==> src/rtl/difftest_arch_event_queue_pkg.sv <==
// Shared types for the multi-core difftest architectural-event queue.
// The event record carries its source core id so one stream can serve all cores.
package difftest_pkg;

  localparam int DIFFTEST_PC_W = 64;

  typedef struct packed {
    logic [31:0]              interrupt;
    logic [31:0]              exception;
    logic [DIFFTEST_PC_W-1:0] exceptionPC;
    logic [31:0]              exceptionInst;
    logic [7:0]               coreid;
  } arch_event_t;

  // Core id of a channel; deliberately wraps modulo 256.
  function automatic logic [7:0] coreid_of(input int base, input int idx);
    int sum;
    sum = base + idx;
    return sum[7:0];
  endfunction

endpackage

==> src/rtl/difftest_arch_event_queue_if.sv <==
// Output event stream of the queue: valid/ready handshake plus head fields.
// master drives the event, slave (the monitor) drives ready.
interface difftest_arch_event_queue_if;
  import difftest_pkg::*;

  logic                     out_valid;
  logic                     out_ready;
  logic [31:0]              out_interrupt;
  logic [31:0]              out_exception;
  logic [DIFFTEST_PC_W-1:0] out_exceptionPC;
  logic [31:0]              out_exceptionInst;
  logic [7:0]               out_coreid;

  modport master (
    output out_valid, out_interrupt, out_exception, out_exceptionPC,
           out_exceptionInst, out_coreid,
    input  out_ready
  );

  modport slave (
    input  out_valid, out_interrupt, out_exception, out_exceptionPC,
           out_exceptionInst, out_coreid,
    output out_ready
  );

endinterface

==> src/rtl/difftest_arch_event_queue_fifo.sv <==
// Synchronous show-ahead FIFO of arch events with an entry count.
// Head entry is read combinationally so the consumer sees it the cycle after the push.
module difftest_event_fifo
  import difftest_pkg::*;
#(
  parameter int DEPTH = 8
) (
  input  logic                   clock,
  input  logic                   reset,
  input  logic                   i_push,
  input  arch_event_t            i_data,
  input  logic                   i_pop,
  output logic                   o_valid,
  output arch_event_t            o_data,
  output logic                   o_full,
  output logic [$clog2(DEPTH):0] o_count
);

  localparam int AW = $clog2(DEPTH);
  localparam logic [AW:0]   FULL_CNT = DEPTH[AW:0];
  localparam logic [AW:0]   ONE_CNT  = 1;
  localparam logic [AW-1:0] ONE_PTR  = 1;

  arch_event_t     r_mem [DEPTH];
  logic [AW-1:0]   r_wr_ptr;
  logic [AW-1:0]   r_rd_ptr;
  logic [AW:0]     r_count;
  logic            w_push;
  logic            w_pop;

  assign o_valid = (r_count != '0);
  assign o_full  = (r_count == FULL_CNT);
  assign w_pop   = i_pop && o_valid;
  // A full FIFO still accepts a push when the head leaves in the same cycle.
  assign w_push  = i_push && (!o_full || w_pop);
  assign o_data  = r_mem[r_rd_ptr];
  assign o_count = r_count;

  always_ff @(posedge clock) begin
    if (w_push) begin
      r_mem[r_wr_ptr] <= i_data;
    end
  end

  always_ff @(posedge clock) begin
    if (reset) begin
      r_wr_ptr <= '0;
      r_rd_ptr <= '0;
      r_count  <= '0;
    end else begin
      if (w_push) begin
        r_wr_ptr <= r_wr_ptr + ONE_PTR;
      end
      if (w_pop) begin
        r_rd_ptr <= r_rd_ptr + ONE_PTR;
      end
      case ({w_push, w_pop})
        2'b10:   r_count <= r_count + ONE_CNT;
        2'b01:   r_count <= r_count - ONE_CNT;
        default: r_count <= r_count;
      endcase
    end
  end

endmodule

==> src/rtl/difftest_arch_event_queue.sv <==
// Captures interrupt/exception events from NUM_CORES commit channels into per-channel
// pending registers, merges them round-robin into one shared FIFO, and counts losses.
module difftest_arch_event_queue
  import difftest_pkg::*;
#(
  parameter int NUM_CORES      = 2,
  parameter int DEPTH          = 8,
  parameter int PC_WIDTH       = 64,
  parameter int CORE_BASE      = 0,
  parameter bit FILTER_EMPTY   = 1'b1,
  parameter int DROP_CNT_WIDTH = 16
) (
  input  logic                          clock,
  input  logic                          reset,
  input  logic                          enable,
  input  logic [NUM_CORES-1:0]          io_valid,
  input  logic [32*NUM_CORES-1:0]       io_interrupt,
  input  logic [32*NUM_CORES-1:0]       io_exception,
  input  logic [PC_WIDTH*NUM_CORES-1:0] io_exceptionPC,
  input  logic [32*NUM_CORES-1:0]       io_exceptionInst,
  difftest_arch_event_queue_if.master   o_evt,
  output logic [$clog2(DEPTH):0]        occupancy,
  output logic                          overflow,
  output logic [DROP_CNT_WIDTH-1:0]     drop_count
);

  localparam int RR_W      = (NUM_CORES > 1) ? $clog2(NUM_CORES) : 1;
  localparam int CNT_EXT_W = DROP_CNT_WIDTH + 5;
  localparam logic [CNT_EXT_W-1:0] DROP_MAX = {{5{1'b0}}, {DROP_CNT_WIDTH{1'b1}}};
  localparam logic [RR_W-1:0]      RR_LAST  = RR_W'(NUM_CORES - 1);
  localparam logic [RR_W-1:0]      RR_ONE   = 1;

  arch_event_t                w_in_evt   [NUM_CORES];
  arch_event_t                r_pend_evt [NUM_CORES];
  logic [NUM_CORES-1:0]       r_pend_valid;
  logic [NUM_CORES-1:0]       w_pend_valid_next;
  logic [NUM_CORES-1:0]       w_cap;
  logic [NUM_CORES-1:0]       w_load;
  logic [NUM_CORES-1:0]       w_drop;
  logic [NUM_CORES-1:0]       w_grant;
  logic [RR_W-1:0]            r_rr;
  logic [RR_W-1:0]            w_rr_next;
  logic                       w_grant_any;
  logic [RR_W-1:0]            w_grant_idx;
  logic                       w_can_push;
  logic                       w_pop;
  logic                       w_fifo_valid;
  logic                       w_fifo_full;
  arch_event_t                w_push_evt;
  arch_event_t                w_head;
  logic [4:0]                 w_drop_n;
  logic [CNT_EXT_W-1:0]       w_drop_sum;
  logic [DROP_CNT_WIDTH-1:0]  w_drop_next;
  logic [DROP_CNT_WIDTH-1:0]  r_drop_count;
  logic                       r_overflow;

  for (genvar gi = 0; gi < NUM_CORES; gi++) begin : g_chan
    assign w_in_evt[gi] = {io_interrupt[32*gi +: 32],
                           io_exception[32*gi +: 32],
                           io_exceptionPC[PC_WIDTH*gi +: PC_WIDTH],
                           io_exceptionInst[32*gi +: 32],
                           coreid_of(CORE_BASE, gi)};
    assign w_cap[gi]   = enable && io_valid[gi] &&
                         (!FILTER_EMPTY || (|io_interrupt[32*gi +: 32]) ||
                          (|io_exception[32*gi +: 32]));
    assign w_grant[gi] = w_grant_any && (w_grant_idx == RR_W'(gi));
    // The granted slot is vacated this edge, so a fresh capture may refill it.
    assign w_load[gi]  = w_cap[gi] && (!r_pend_valid[gi] || w_grant[gi]);
    assign w_drop[gi]  = w_cap[gi] && r_pend_valid[gi] && !w_grant[gi];
  end

  assign w_pop      = o_evt.out_valid && o_evt.out_ready;
  assign w_can_push = !w_fifo_full || w_pop;

  // Round robin: lowest pending index at or above rr wins, else lowest overall.
  always_comb begin
    logic found_hi;
    logic found_any;
    logic [RR_W-1:0] idx_hi;
    logic [RR_W-1:0] idx_any;
    found_hi  = 1'b0;
    found_any = 1'b0;
    idx_hi    = '0;
    idx_any   = '0;
    for (int i = 0; i < NUM_CORES; i++) begin
      if (!found_hi && r_pend_valid[i] && (RR_W'(i) >= r_rr)) begin
        found_hi = 1'b1;
        idx_hi   = RR_W'(i);
      end
      if (!found_any && r_pend_valid[i]) begin
        found_any = 1'b1;
        idx_any   = RR_W'(i);
      end
    end
    w_grant_any = found_any && w_can_push;
    w_grant_idx = found_hi ? idx_hi : idx_any;
    w_rr_next   = r_rr;
    if (w_grant_any) begin
      w_rr_next = (w_grant_idx == RR_LAST) ? '0 : w_grant_idx + RR_ONE;
    end
  end

  always_comb begin
    w_push_evt        = '0;
    w_pend_valid_next = r_pend_valid;
    w_drop_n          = '0;
    for (int i = 0; i < NUM_CORES; i++) begin
      if (w_grant[i]) begin
        w_push_evt = r_pend_evt[i];
      end
      if (w_load[i]) begin
        w_pend_valid_next[i] = 1'b1;
      end else if (w_grant[i]) begin
        w_pend_valid_next[i] = 1'b0;
      end
      w_drop_n = w_drop_n + {4'b0000, w_drop[i]};
    end
    w_drop_sum  = {5'b00000, r_drop_count} + {{(CNT_EXT_W-5){1'b0}}, w_drop_n};
    w_drop_next = (w_drop_sum > DROP_MAX) ? '1 : w_drop_sum[DROP_CNT_WIDTH-1:0];
  end

  always_ff @(posedge clock) begin
    for (int i = 0; i < NUM_CORES; i++) begin
      if (w_load[i]) begin
        r_pend_evt[i] <= w_in_evt[i];
      end
    end
  end

  always_ff @(posedge clock) begin
    if (reset) begin
      r_pend_valid <= '0;
      r_rr         <= '0;
      r_drop_count <= '0;
      r_overflow   <= 1'b0;
    end else begin
      r_pend_valid <= w_pend_valid_next;
      r_rr         <= w_rr_next;
      r_drop_count <= w_drop_next;
      if (|w_drop) begin
        r_overflow <= 1'b1;
      end
    end
  end

  difftest_event_fifo #(
    .DEPTH (DEPTH)
  ) u_fifo (
    .clock   (clock),
    .reset   (reset),
    .i_push  (w_grant_any),
    .i_data  (w_push_evt),
    .i_pop   (w_pop),
    .o_valid (w_fifo_valid),
    .o_data  (w_head),
    .o_full  (w_fifo_full),
    .o_count (occupancy)
  );

  // Nothing is presented while reset is held, even if entries are still stored.
  assign o_evt.out_valid         = w_fifo_valid && !reset;
  assign o_evt.out_interrupt     = w_head.interrupt;
  assign o_evt.out_exception     = w_head.exception;
  assign o_evt.out_exceptionPC   = w_head.exceptionPC;
  assign o_evt.out_exceptionInst = w_head.exceptionInst;
  assign o_evt.out_coreid        = w_head.coreid;

  assign overflow   = r_overflow;
  assign drop_count = r_drop_count;

endmodule
==> src/flat_wrapper.sv <==
// flat-port wrapper written by rule: the top's interface ports become plain ports
module difftest_arch_event_queue_flat import difftest_pkg::*;
#(
  parameter int NUM_CORES      = 2,
  parameter int DEPTH          = 8,
  parameter int PC_WIDTH       = 64,
  parameter int CORE_BASE      = 0,
  parameter bit FILTER_EMPTY   = 1'b1,
  parameter int DROP_CNT_WIDTH = 16
)
  (clock, reset, enable, io_valid, io_interrupt, io_exception, io_exceptionPC, io_exceptionInst, occupancy, overflow, drop_count, o_evt_out_valid, o_evt_out_interrupt, o_evt_out_exception, o_evt_out_exceptionPC, o_evt_out_exceptionInst, o_evt_out_coreid, o_evt_out_ready);
  difftest_arch_event_queue_if o_evt_i ();
  input  logic clock;
  input  logic reset;
  input  logic enable;
  input  logic [NUM_CORES-1:0] io_valid;
  input  logic [32*NUM_CORES-1:0] io_interrupt;
  input  logic [32*NUM_CORES-1:0] io_exception;
  input  logic [PC_WIDTH*NUM_CORES-1:0] io_exceptionPC;
  input  logic [32*NUM_CORES-1:0] io_exceptionInst;
  output logic [$clog2(DEPTH):0] occupancy;
  output logic overflow;
  output logic [DROP_CNT_WIDTH-1:0] drop_count;
  output wire logic [$bits(o_evt_i.out_valid)-1:0] o_evt_out_valid;
  output wire logic [$bits(o_evt_i.out_interrupt)-1:0] o_evt_out_interrupt;
  output wire logic [$bits(o_evt_i.out_exception)-1:0] o_evt_out_exception;
  output wire logic [$bits(o_evt_i.out_exceptionPC)-1:0] o_evt_out_exceptionPC;
  output wire logic [$bits(o_evt_i.out_exceptionInst)-1:0] o_evt_out_exceptionInst;
  output wire logic [$bits(o_evt_i.out_coreid)-1:0] o_evt_out_coreid;
  input wire logic [$bits(o_evt_i.out_ready)-1:0] o_evt_out_ready;
  assign o_evt_out_valid = o_evt_i.out_valid;
  assign o_evt_out_interrupt = o_evt_i.out_interrupt;
  assign o_evt_out_exception = o_evt_i.out_exception;
  assign o_evt_out_exceptionPC = o_evt_i.out_exceptionPC;
  assign o_evt_out_exceptionInst = o_evt_i.out_exceptionInst;
  assign o_evt_out_coreid = o_evt_i.out_coreid;
  assign o_evt_i.out_ready = o_evt_out_ready;
  difftest_arch_event_queue #(.NUM_CORES(NUM_CORES), .DEPTH(DEPTH), .PC_WIDTH(PC_WIDTH), .CORE_BASE(CORE_BASE), .FILTER_EMPTY(FILTER_EMPTY), .DROP_CNT_WIDTH(DROP_CNT_WIDTH)) u_core (.clock(clock), .reset(reset), .enable(enable), .io_valid(io_valid), .io_interrupt(io_interrupt), .io_exception(io_exception), .io_exceptionPC(io_exceptionPC), .io_exceptionInst(io_exceptionInst), .o_evt(o_evt_i), .occupancy(occupancy), .overflow(overflow), .drop_count(drop_count));
endmodule
==> config.mk <==
export PLATFORM = sky130hd
export DESIGN_NAME = difftest_arch_event_queue_flat
export DESIGN_NICKNAME = d
export VERILOG_FILES = /design/src/rtl/difftest_arch_event_queue_pkg.sv /design/src/rtl/difftest_arch_event_queue_if.sv /design/src/rtl/difftest_arch_event_queue_fifo.sv /design/src/rtl/difftest_arch_event_queue.sv /design/src/flat_wrapper.sv
export SDC_FILE = /design/constraint.sdc
export NUM_CORES = 1
export LEC_CHECK = 0
export CAP_MARGIN = 10
export CORE_ASPECT_RATIO = 0.6
export CORE_UTILIZATION = 52
export CTS_CLUSTER_SIZE = 14
export DETAILED_ROUTE_END_ITERATION = 8
export PLACE_DENSITY_LB_ADDON = 0.2
export REMOVE_ABC_BUFFERS = 1
export SETUP_SLACK_MARGIN = 0.3
export SYNTH_ARGS = -nofsm -noshare
export SYNTH_HDL_FRONTEND = slang
export SYNTH_SLANG_ARGS = --single-unit
==> constraint.sdc <==
create_clock -name clock -period 20.7 [get_ports clock]
set_clock_uncertainty 0.15 [all_clocks]
set_input_delay 3.105 -clock clock [delete_from_list [all_inputs] [get_ports clock]]
set_output_delay 3.105 -clock clock [all_outputs]
set_load 0.02 [all_outputs]
-- Word level (Yosys, flattened, before mapping)
Memory sizes are Yosys's and may differ from the RTL's. A register that Yosys moved wholly into a read port is not among the register bits.
Cells that the tools add are included.
Widths: inputs -> output; s select.
- register bits after elaboration: 30
- bits in latches: 0
- memory bits (writable): 1666
- ROM bits: 0
- output and inout port bits: 190
- logic and storage cells: 92
- memories kept: 2
- add/subtract/negate cells: 7
- $mul: 0
- divide/modulo/power cells: 0
- magnitude comparators: 3
- equal/unequal tests: 3
- shift operators: 0
- multiplexer cells: 24
- bitwise gates (word level): 1
- reduce and logical (&&, ||, !) cells: 44
- memory list (memory ; words ; bits a word ; rd ports ; clocked after Yosys merged registers in ; write ports ; line ; source):
    u_core.u_fifo.r_mem ; 8 ; 168 ; 1 ; 1 ; 1 ; difftest_arch_event_queue_fifo.sv:24 ; arch_event_t r_mem [DEPTH];
    u_core.r_pend_evt ; 2 ; 161 ; 2 ; 0 ; 2 ; difftest_arch_event_queue.sv:34 ; arch_event_t r_pend_evt [NUM_CORES];
- operators with widths (kind ; number):
    $mux 168 ; 2
    $reduce_or 32->1 ; 4
    $gt 21x16->1 const B ; 1
    $logic_and 1x1->1 ; 21
    $mux 1 ; 18
    $add 16x5->17 ; 1
    $mux 16 ; 1
    $logic_not 1->1 ; 8
    $pmux 4 s2 ; 1
    $add 3x1->3 const B ; 2
    $logic_or 1x1->1 ; 6
    $mux 3 ; 2
    $reduce_bool 2->1 ; 3
    $add 4x1->4 const B ; 1
    $eq 4x4->1 const B ; 1
    $reduce_bool 4->1 ; 1
    $sub 4x1->4 const B ; 1
    $add 1x1->2 ; 1
    $eq 2x1->1 const B ; 1
    $eq 2x2->1 const B ; 1
    $ge 1x1->1 const A ; 2
    $reduce_or 2->1 ; 1
    $add 1x1->1 const B ; 1
    $not 1->1 ; 1

-- Depth between registers and ports, before layout
Gate-level depths: netlist of run 1.
- depth in word-level cells: 16
- gate-level depth with buffers: 13
- gate-level depth less buffers: 11

-- Modules after synthesis
A second synthesis of run 1 with hierarchy kept.
- cell total of the unflattened synthesis: 2688
- area, all modules: 63427.1 µm²
- modules (own cells, without submodules) (module ; instances ; cells each ; area each (µm²) ; seq. area each (µm²)):
    difftest_event_fifo ; 1 ; 2023 ; 50973.9 ; 40619.0
    difftest_arch_event_queue ; 1 ; 665 ; 12453.2 ; 10009.6

-- Worst setup path before layout of run 1
OpenSTA, ideal clock, no wires.
- kind: input to register
- start point: input reset
- end point: memory u_core.u_fifo.r_mem[1][0] (netlist name) (enable)
- arrival time: 20.278 ns
- required time: 19.417 ns
- path slack: -0.861 ns
- cell stages on the path: 5
- path buffers: 1
- cell sequence: buf_2 > nand2b_4 > a31oi_1 > inv_2 > nor4b_1
- cells in the longest elaborated chain, start to end: 8
- ends and longest elaborated chain (what ; line ; source):
    from (decl) ; flat_wrapper.sv:14 ; input logic reset;
    $logic_not 1->1 (*) ; difftest_arch_event_queue.sv:161 ; assign o_evt.out_valid = w_fifo_valid && !reset;
    $logic_and 1x1->1 (*) ; difftest_arch_event_queue.sv:161 ;
    $logic_and 1x1->1 (*) ; difftest_arch_event_queue.sv:72 ; assign w_pop = o_evt.out_valid && o_evt.out_ready;
    $logic_or 1x1->1 or $logic_and 1x1->1 (tied branches) ; difftest_arch_event_queue.sv:73, difftest_arch_event_queue_fifo.sv:33 ;
    $logic_and 1x1->1 or $logic_or 1x1->1 (tied branches) ; difftest_arch_event_queue.sv:95, difftest_arch_event_queue_fifo.sv:35 ;
    $logic_and 1x1->1 (*) ; difftest_arch_event_queue_fifo.sv:35 ; assign w_push = i_push && (!o_full || w_pop);
    $mux 1 (*) ; difftest_arch_event_queue_fifo.sv:40 ; if (w_push) begin
    $mux 1 (implied by the code) (*) ; difftest_arch_event_queue_fifo.sv:41 ; r_mem[r_wr_ptr] <= i_data;
    to (decl) ; difftest_arch_event_queue_fifo.sv:24 ;
Every way passes the cells marked *; elsewhere a longest branch is shown, timed or not.

==> results of run 1 <==
-- layout make-up --
class / instances / area share [%]
sequential: 1641 / 67.3
multi-input combinational: 830 / 16.2
timing repair buffer: 556 / 7.62
clock buffer: 195 / 5.57
tap: 1584 / 2.72
clock inverter: 57 / 0.557
inverter: 11 / 0.0567
antenna: 4 / 0.0138
-- cells in the final DEF, fill, tap and decap left out, types with 30 or more instances in the layout --
| cell type | instances |
|---|---|
| dfxtp_1 | 30 |
| nor4_1 | 36 |
| mux2_2 | 162 |
| clkbuf_16 | 156 |
| clkbuf_1 | 39 |
| clkdlybuf4s50_1 | 508 |
| edfxtp_1 | 1608 |
| buf_4 | 40 |
| a22o_1 | 160 |
| mux4_2 | 322 |
-- worst min-delay path by stage --
stage / from / endpoint / slack [ns] / cells past startpoint
floorplan: u_core.u_fifo.r_rd_ptr[2] / flip-flop / 0.28 / 1
global placement: u_core.u_fifo.r_rd_ptr[2] / flip-flop / 0.30 / 1
detailed placement: u_core.u_fifo.r_rd_ptr[2] / flip-flop / 0.30 / 1
CTS: u_core.u_fifo.r_rd_ptr[2] / flip-flop / 0.31 / 1
global route: u_core.u_fifo.r_rd_ptr[2] / flip-flop / 0.34 / 1
finish: u_core.u_fifo.r_rd_ptr[2] / flip-flop / 0.31 / 1
-- logic make-up after synthesis --
| group | count (synthesis) | synth area share (%) |
|---|---|---|
| flip-flops | 1641 | 79.8 |
| AND/OR/NAND/NOR | 115 | 1.10 |
| buffers and inverters | 150 | 1.12 |
| other | 1 | 0.00612 |
| adder cells (fa/ha/maj) | 11 | 0.249 |
| XOR/XNOR | 13 | 0.186 |
| AO/OA/AOI/OAI | 198 | 2.67 |
| multiplexers | 486 | 14.8 |
-- critical path: cells and delay by family, from the launching register on --
kind,cells,cell delay [ns]
mux,2,0.69
buf+inv,4,3.13
flops,1,0.56
-- routing by layer --
layer	GRT usage [%]	wire length (um)
met5	0	9
met4	6.45	2620
met3	4.07	7410
met2	36.4	65500
met1	29.2	54200
-- flip-flops by register name, summed over array words and instances (netlist names), named ones only --
register                count
u_core.u_fifo.r_mem      1288
u_core.r_pend_evt         320
u_core.u_fifo.r_rd_ptr      3
u_core.r_pend_valid         2
u_core.u_fifo.o_count       4
u_core.drop_count          16
u_core.u_fifo.r_wr_ptr      3
u_core.overflow             1
u_core.r_rr                 1
-- metrics by stage --
step                      area (um^2)  worst slack (ns)
after floorplan                 60700            -0.858
after global placement          68300             12.47
after detailed placement        68300             12.28
after CTS                       72800             11.99
after global routing            72800             11.83
final                           72800             12.08
-- power by group through the flow --
stage | Combinational (mW) | Sequential (mW) | Clock, mW
final | 0.975 | 3.86 | 2.56
after global routing | 1.03 | 3.87 | 2.74
after CTS | 0.995 | 3.86 | 2.62
after detailed placement | 0.990 | 3.93 | 0
after global placement | 0.971 | 3.92 | 0
after floorplan | 0.688 | 4.03 | 0
==> results.cfg, run 1 <==
[drt]
vias_per_cell = 5.87
final_antenna_net_count = 0
routed_wl_um = 130000
drtIter0Drc = 2679
via_count = 28600
drt_first_pass_iters = 7
drc = 0
wl_per_cell_um = 26.6

[worst_setup_path]
crit_fanout = 78
crit_type = reg2out
endpoint = o_evt_out_exceptionPC[60]
rr_startpoint = u_core.u_fifo.o_count[0]
r2r_end = u_core.drop_count[1]
critPathLaunchType = flip-flop
crit_path_cell_trace = buf_4, buf_4, buf_4, mux4_2, mux2_2, clkdlybuf4s50_1
cp_common_cell = buf_4
max_stage_delay_ns = 0.96
rr_worst_depth = 12
arrival_ns = 5.37
r2r_setup_slack_ns = 16.40
cp-end-kind = output pin
worstPathRequired_ns = 17.44
cpMaxStageDelayCell = buf_4

[placement]
placed_cells = 4622
place.port_buffers = 508
hpwlAfterDp_um = 73700
gp_congestion = 0.754

[pwr]
leakage_nw = 22.8
combPwrFrac_pct = 13.2
switchingPower_mw = 1.70
total_power_mw = 7.40
swShare_pct = 23.0
p_clk_share_pct = 34.7
peakVddDrop_mv = 0.0697
intPower_mw = 5.70
power_density_mw_per_mm2 = 102
p_seq_share_pct = 52.2

[clock_tree]
cts_num_sinks = 1641
cts_setup_buffers = 0
worst_setup_hold_path_clk_slew_ns = 0.06
clockRootBuffer = clkbuf_16
cts_resized = 0
insertion_delay_ns = 0.76
cts_max_level = 4
holdBufCountCts = 0
clk_path_buf_depth = 3
cts_buffers = 148
cts_tree = yes

[finish]
postLayoutCoreUtil_pct = 62.3
multiInputGateArea_mm2 = 0.0118
seq_area_mm2 = 0.0490
nFillCells = 7791
syn_to_final_growth_pct = 18.7
nNetsFinal = 3525
drive_above_1_share_pct = 22.5
stdcell_count = 4878

[timing]
holdWs_ns = 0.311
finalSetupViolations = 0
timing.final.crit_share_pct = 41.6
slew_headroom_pct = 22.4
timing.fmax_mhz = 116
rsz0062_at_grt = false
final_max_slew_viol_count = 0
min_period_ns = 8.62
worstMarginPinSlew_ns = 1.16
hold_violations = 0
tns_ns = 0

[synth]
ys_seq_area_share_pct = 79.8
ys_async_sr_fraction_pct = 0
synth_edf_count = 1608
synth_area_leader_cell = edfxtp_1
synthCells = 2615
synth-seq-cells = 1641
avgSynthCellArea_um2 = 23.4
syn_area_mm2 = 0.0613
synthTopCellsByCount = edfxtp_1, mux4_2, mux2_2, a22o_1, clkbuf_1
synth_most_common_cell = edfxtp_1
yosys-top-cells-area = edfxtp_1, mux4_2, mux2_2
synth_cell_types = 45
synth_warnings = 0
ys.flop_type = edfxtp_1
synth_top_area_share_pct = 78.8

[floorplanning]
core_mm2 = 0.117
fp.dieW_um = 445
io_pins = 516
die_h_um = 268
placementRows = 97
fp.dieArea_mm2 = 0.119
initial_core_util_pct = 52.5

[global_routing]
grt_util_all_layers_pct = 21.7
grt_pass1_wl_um = 189000
grt_max_degree = 121
overflow = 0
antenna_found_initial = 6
grt_pass1_vias = 29900

[flow_run]
cap_violations = 0

[min_path]
hold_path_class = reg2reg

[status]
status = finished clean
(Power assumes the default switching activity.)
==> inputs of run 2 (changes only) <==
--- a/config.mk
+++ b/config.mk
@@ -7,7 +7,7 @@
 export LEC_CHECK = 0
 export CAP_MARGIN = 10
 export CORE_ASPECT_RATIO = 0.6
-export CORE_UTILIZATION = 52
+export CORE_UTILIZATION = 58
 export CTS_CLUSTER_SIZE = 14
 export DETAILED_ROUTE_END_ITERATION = 8
 export PLACE_DENSITY_LB_ADDON = 0.2
==> constraint.sdc (replaced) <==
create_clock -name clock -period 8.6 [get_ports clock]
set_clock_uncertainty 0.15 [all_clocks]
set_input_delay 1.29 -clock clock [delete_from_list [all_inputs] [get_ports clock]]
set_output_delay 1.29 -clock clock [all_outputs]
set_load 0.02 [all_outputs]
==> results.cfg, run 2 (synthesized netlist as in run 1, its figures left out) <==
[placement]
place.port_buffers = 508
dpl_cell_area_mm2 = 0.0682
hpwlAfterDp_um = 72800
gp_congestion = 0.781

[drt]
wl_per_cell_um = 27.5
drt_first_pass_iters = 5
routed_wl_um = 129000
drc = 0
via_count = 28800
drtIter0Drc = 2416
vias_per_cell = 6.15
final_antenna_net_count = 0

[worst_setup_path]
crit_path_cell_trace = clkdlybuf4s50_1, nor4_1, nand4_1, nor4_1, nor3_1, ha_1, ha_1, fa_1, nand4_1, nor3_2, nand4_1, a21oi_1
rr_startpoint = u_core.u_fifo.o_count[0]
crit_type = in2reg
path_buf_inv = 1
critical_path_cell_count = 12
max_stage_delay_ns = 0.94
cp-startpoint = io_interrupt[35]
cpLargestDelayFamily = simple AND/OR/NAND/NOR gates
critPathLaunchType = input port
cp_common_cell = nand4_1
arrival_ns = 6.49
cp-end-kind = flip-flop
crit_fanout = 12
cpMaxStageDelayCell = nor4_1
rr_worst_depth = 11
r2r_setup_slack_ns = 4.78
worstPathRequired_ns = 9.13

[floorplanning]
io_pins = 516
fp.dieArea_mm2 = 0.107
initial_core_util_pct = 59.1
placementRows = 91
core_mm2 = 0.104
fp.dieW_um = 422
die_h_um = 254

[finish]
nFillCells = 6021
drive_above_1_share_pct = 22.2
fin_area_mm2 = 0.0725
largest_register_ffs = 1288
nNetsFinal = 3522
final_cell_mix = edfxtp_1, clkdlybuf4s50_1, mux4_2
layout_commonest_cell = edfxtp_1
syn_to_final_growth_pct = 18.2
top_register = u_core.u_fifo.r_mem

[timing]
tns_ns = 0
min_period_ns = 5.96
worstMarginPinSlew_ns = 1.27
slew_headroom_pct = 14.3
timing.fmax_mhz = 168
hold_violations = 0
final_max_slew_viol_count = 0
finalSetupViolations = 0
rsz0062_at_grt = false
timing.final.crit_share_pct = 69.3

[pwr]
leakage_nw = 22.7
peakVddDrop_mv = 0.168
power_density_mw_per_mm2 = 244

[min_path]
hp-start = u_core.overflow
hold_path_class = reg2reg
whs_path_depth = 2

[clock_tree]
cts_resized = 0
cts_setup_buffers = 0
cts_tree = yes
cts_num_sinks = 1641
cts_max_level = 4
clockRootBuffer = clkbuf_16
cts_buffers = 148
holdBufCountCts = 0
worst_setup_hold_path_clk_slew_ns = 0.06
clk_path_buf_depth = 3
insertion_delay_ns = 0.76

[global_routing]
overflow = 0
grt_pass1_wl_um = 189000
antenna_found_initial = 2
grt_pass1_vias = 30400
grt_util_all_layers_pct = 24.1
grt_max_degree = 156

[flow_run]
cap_violations = 0

[status]
status = finished clean
==> run 2: worst paths after layout <==
check	end
worst max-delay path	u_core.drop_count[10]
worst min-delay path	u_core.overflow
worst min register to register	u_core.overflow
worst max register to register	u_core.drop_count[10]
==> run 2: report_power, final <==
group	switching (mW)	total (mW)	leakage (nW)	internal, mW
registers	0.108	9.30	15.1	9.19
logic	1.22	2.36	5.47	1.14
clock network	2.77	6.02	2.09	3.25
==> run 2: area by class of cell <==
type                    count  area [um^2]  area share, %
clock inverters            58          322          0.444
clock buffers             196         3980           5.49
inverters                  11         41.3         0.0570
repair buffers            553         5650           7.79
well taps                1395         1750           2.41
flip-flops and latches   1641        49000           67.5
diodes                      3         7.51         0.0104
multi-input cells         830        11800           16.3
==> run 2: tightest hold or removal path: cells and delay by family (launching register included) <==
family          cells  cell delay (ns)
buf+inv             1             0.05
compound gates      1             0.05
flops               1             0.33
==> run 2: through the flow <==
stage	utilization (%)	setup WS, ns	power [mW]	hold slack, ns	instances
floorplan	-	-11.14	11.4	0.278	2482
global placement	65.7	2.34	11.8	0.283	4430
detailed placement	65.7	2.04	11.8	0.315	4430
CTS	69.9	2.85	17.8	0.327	4684
global route	69.9	2.55	18.2	0.341	4686
finish	69.9	2.64	17.7	0.325	4687
==> run 2: metal layers <==
layer / vias up / share of wire (%) / global-route usage, %
li1: 12300 / - / -
met1: 15400 / 40 / 32.1
met2: 999 / 51 / 40.5
met3: 186 / 6.2 / 4.88
met4: 0 / 2.4 / 7.92
met5: - / 0 / 0
==> patch: new RTL, config.mk and constraints of run 1 <==
Make the reset (`reset`) asynchronous in 2 clocked blocks.
--- a/src/rtl/difftest_arch_event_queue_fifo.sv
+++ b/src/rtl/difftest_arch_event_queue_fifo.sv
@@ -42,7 +42,7 @@
     end
   end
 
-  always_ff @(posedge clock) begin
+  always_ff @(posedge clock or posedge reset) begin
     if (reset) begin
       r_wr_ptr <= '0;
       r_rd_ptr <= '0;
--- a/src/rtl/difftest_arch_event_queue.sv
+++ b/src/rtl/difftest_arch_event_queue.sv
@@ -127,7 +127,7 @@
     end
   end
 
-  always_ff @(posedge clock) begin
+  always_ff @(posedge clock or posedge reset) begin
     if (reset) begin
       r_pend_valid <= '0;
       r_rr         <= '0;
Function: differs if reset is asserted again (counterexample within 4 cycles, from zero or initial values and one cycle with reset high); with reset held inactive, the same outputs for 4 cycles.
==> patch against run 1 <==
Die area is 0.48% higher; synthesized area rose by 0.48%; register-to-register slack better by 0.20 ns; final area rose by 0.21%; first-iteration DRC count shrank 13%; routed wire length rose by 1.3%; cell count decreased by 0.27%; via count fell by 1.1%; setup slack got worse by 0.50 ns; sequential cell count shrank 3.
Power is not compared: it rests on default switching activity, and its combinational part moved more than twofold at a synthesized area within 25%.
==> patch: results (changes against run 1) <==
clocking:
  cts_max_level: 4  # unchanged
  clkTransAtPathRegs_ns: 0.06  # about the same
  clk_latency_ns: 0.76  # about the same
  clk_path_buf_depth: 3  # unchanged
  cts-root-buf: "clkbuf_16"
  cts_buffers: 149  # +0.68%
  cts_resized: 0  # unchanged
  post_cts_buffers: 0  # unchanged
placed_design:
  hpwl_um: 74200  # +0.71%
  globalplace.congestion: 0.777  # +3.0%
  io_buffers: 508  # unchanged
  place_area_um2: 68300  # about the same
synthesis:
  ys_types: 41  # -8.9%
  ys_seq_area_share_pct: 79.6  # -0.24 points
  yosys-top-cells-area: "edfxtp_1 78%, mux4_2 12%, mux2_2 3.0%"
  async_flop_share_pct: 1.83  # +1.8 points
  synth_edf_count: 1608  # unchanged
  yosys_warnings: 0  # unchanged
  synth_common_cells: "1,608 x edfxtp_1, 322 x mux4_2, 165 x mux2_2"
hold_path:
  holdPathEnd: "u_core.r_rr"
  hp-class: "flop to flop"
  worst_hold_path.num_cells: 1  # unchanged
  min_from: "u_core.r_rr"
sta:
  relSlewSlack_pct: 21.9  # -0.48 points
  setup_violations: 0  # unchanged
power:
  peakVddDrop_v: 0.0000902
  p_leak_nw: 23.5
cells_and_area:
  fin_nets: 3505  # -0.57%
  drive_gt1_share_pct: 23.0  # +0.53 points
  max_flop_register: "u_core.u_fifo.r_mem"
  largest_register_ffs: 1288  # unchanged
critical_path:
  r2r-start: "u_core.u_fifo.o_count[0]"
  setup.worst_path.start: "u_core.u_fifo.r_rd_ptr[1]"
  r2r_slack_ns: 16.60  # +0.20 ns
  reg2reg_depth: 6  # -6
  r2r_end: "u_core.u_fifo.r_mem[0][140]"
  cp.arrival_ns: 5.86  # +0.49 ns
  cp_max_fo: 78  # unchanged
drt:
  drtIter0Drc: 2344  # -13%
  drtPass1Iterations: 5  # -2
  wl_um: 131000  # +1.3%
  via_per_inst: 5.82  # -0.81%
grt:
  grt.total_usage_pct: 21.9  # +0.25 points
  grt_pass1_vias: 29900  # -0.13%
  grt_pass1_wl_um: 191000  # +1.2%
  grt_max_degree: 106  # -12%
  antenna_found_initial: 1  # -5
run_status:
  outcome: "completed"
-- patch: metrics by stage --
| stage | power (mW) | setup WS [ns] | utilization, % | hold slack (ns) | cells |
|---|---|---|---|---|---|
| 2_1_floorplan | 7.47 | -0.483 | - | 0.322 | 2461 |
| 3_3_place_gp | 7.95 | 11.45 | 58.3 | 0.338 | 4593 |
| 3_5_place_dp | 8.03 | 12.25 | 58.3 | 0.343 | 4599 |
| 4_1_cts | 10.6 | 11.39 | 62.2 | 0.357 | 4861 |
| 5_1_grt | 10.9 | 11.14 | 62.3 | 0.366 | 4864 |
| 6_report | 10.5 | 11.58 | 62.3 | 0.353 | 4865 |
-- patch: report_power, final --
| part | leakage, nW | switching (mW) | total (mW) | internal, mW |
|---|---|---|---|---|
| Combinational | 5.96 | 1.82 | 3.35 | 1.54 |
| Clock | 2.23 | 1.15 | 2.61 | 1.45 |
| Sequential | 15.3 | 0.174 | 4.54 | 4.36 |
| Total | 23.5 | 3.15 | 10.5 | 7.35 |
-- patch: layout make-up --
class	instances	area, um2
clock inverter	67	498
timing repair buffer	556	5570
antenna	2	5.00
tap	1584	1980
multi-input combinational	817	11700
clock buffer	195	4080
sequential	1638	49000
inverter	6	22.5
fill	7817	44200
-- patch: cell families after synthesis --
group / share of synthesized area [%]
XOR/XNOR: 0.213
flip-flops: 79.6
buffers and inverters: 1.58
AO/OA/AOI/OAI: 2.47
other: 0.00609
adder cells (fa/ha/maj): 0.248
AND/OR/NAND/NOR: 1.08
multiplexers: 14.8
-- patch: per-layer routing --
| metal | share of wire (%) | GRT usage (%) | up-vias |
|---|---|---|---|
| li1 | - | - | 12200 |
| met1 | 42 | 29.9 | 15100 |
| met2 | 51 | 36.7 | 807 |
| met3 | 5.3 | 4.11 | 155 |
| met4 | 1.9 | 5.86 | 0 |
| met5 | 0 | 0 | - |
-- patch: worst max path at each step --
stage	slack [ns]	to	cells after the start
global placement	11.45	u_core.drop_count[12]	12
global route	11.14	o_evt_out_exceptionInst[16]	6
floorplan	-0.48	u_core.u_fifo.r_mem[4][0]	4
detailed placement	12.25	o_evt_out_exceptionInst[16]	6
finish	11.58	o_evt_out_exceptionPC[40]	6
CTS	11.39	o_evt_out_exceptionInst[16]	6
-- patch: worst max-delay path: stages, from the launching register on --
cell             delay (ns)
dfrtp_4                0.94
buf_4                  0.78
buf_4                  0.95
buf_4                  0.97
mux4_2                 0.42
mux2_2                 0.27
clkdlybuf4s50_1        0.61
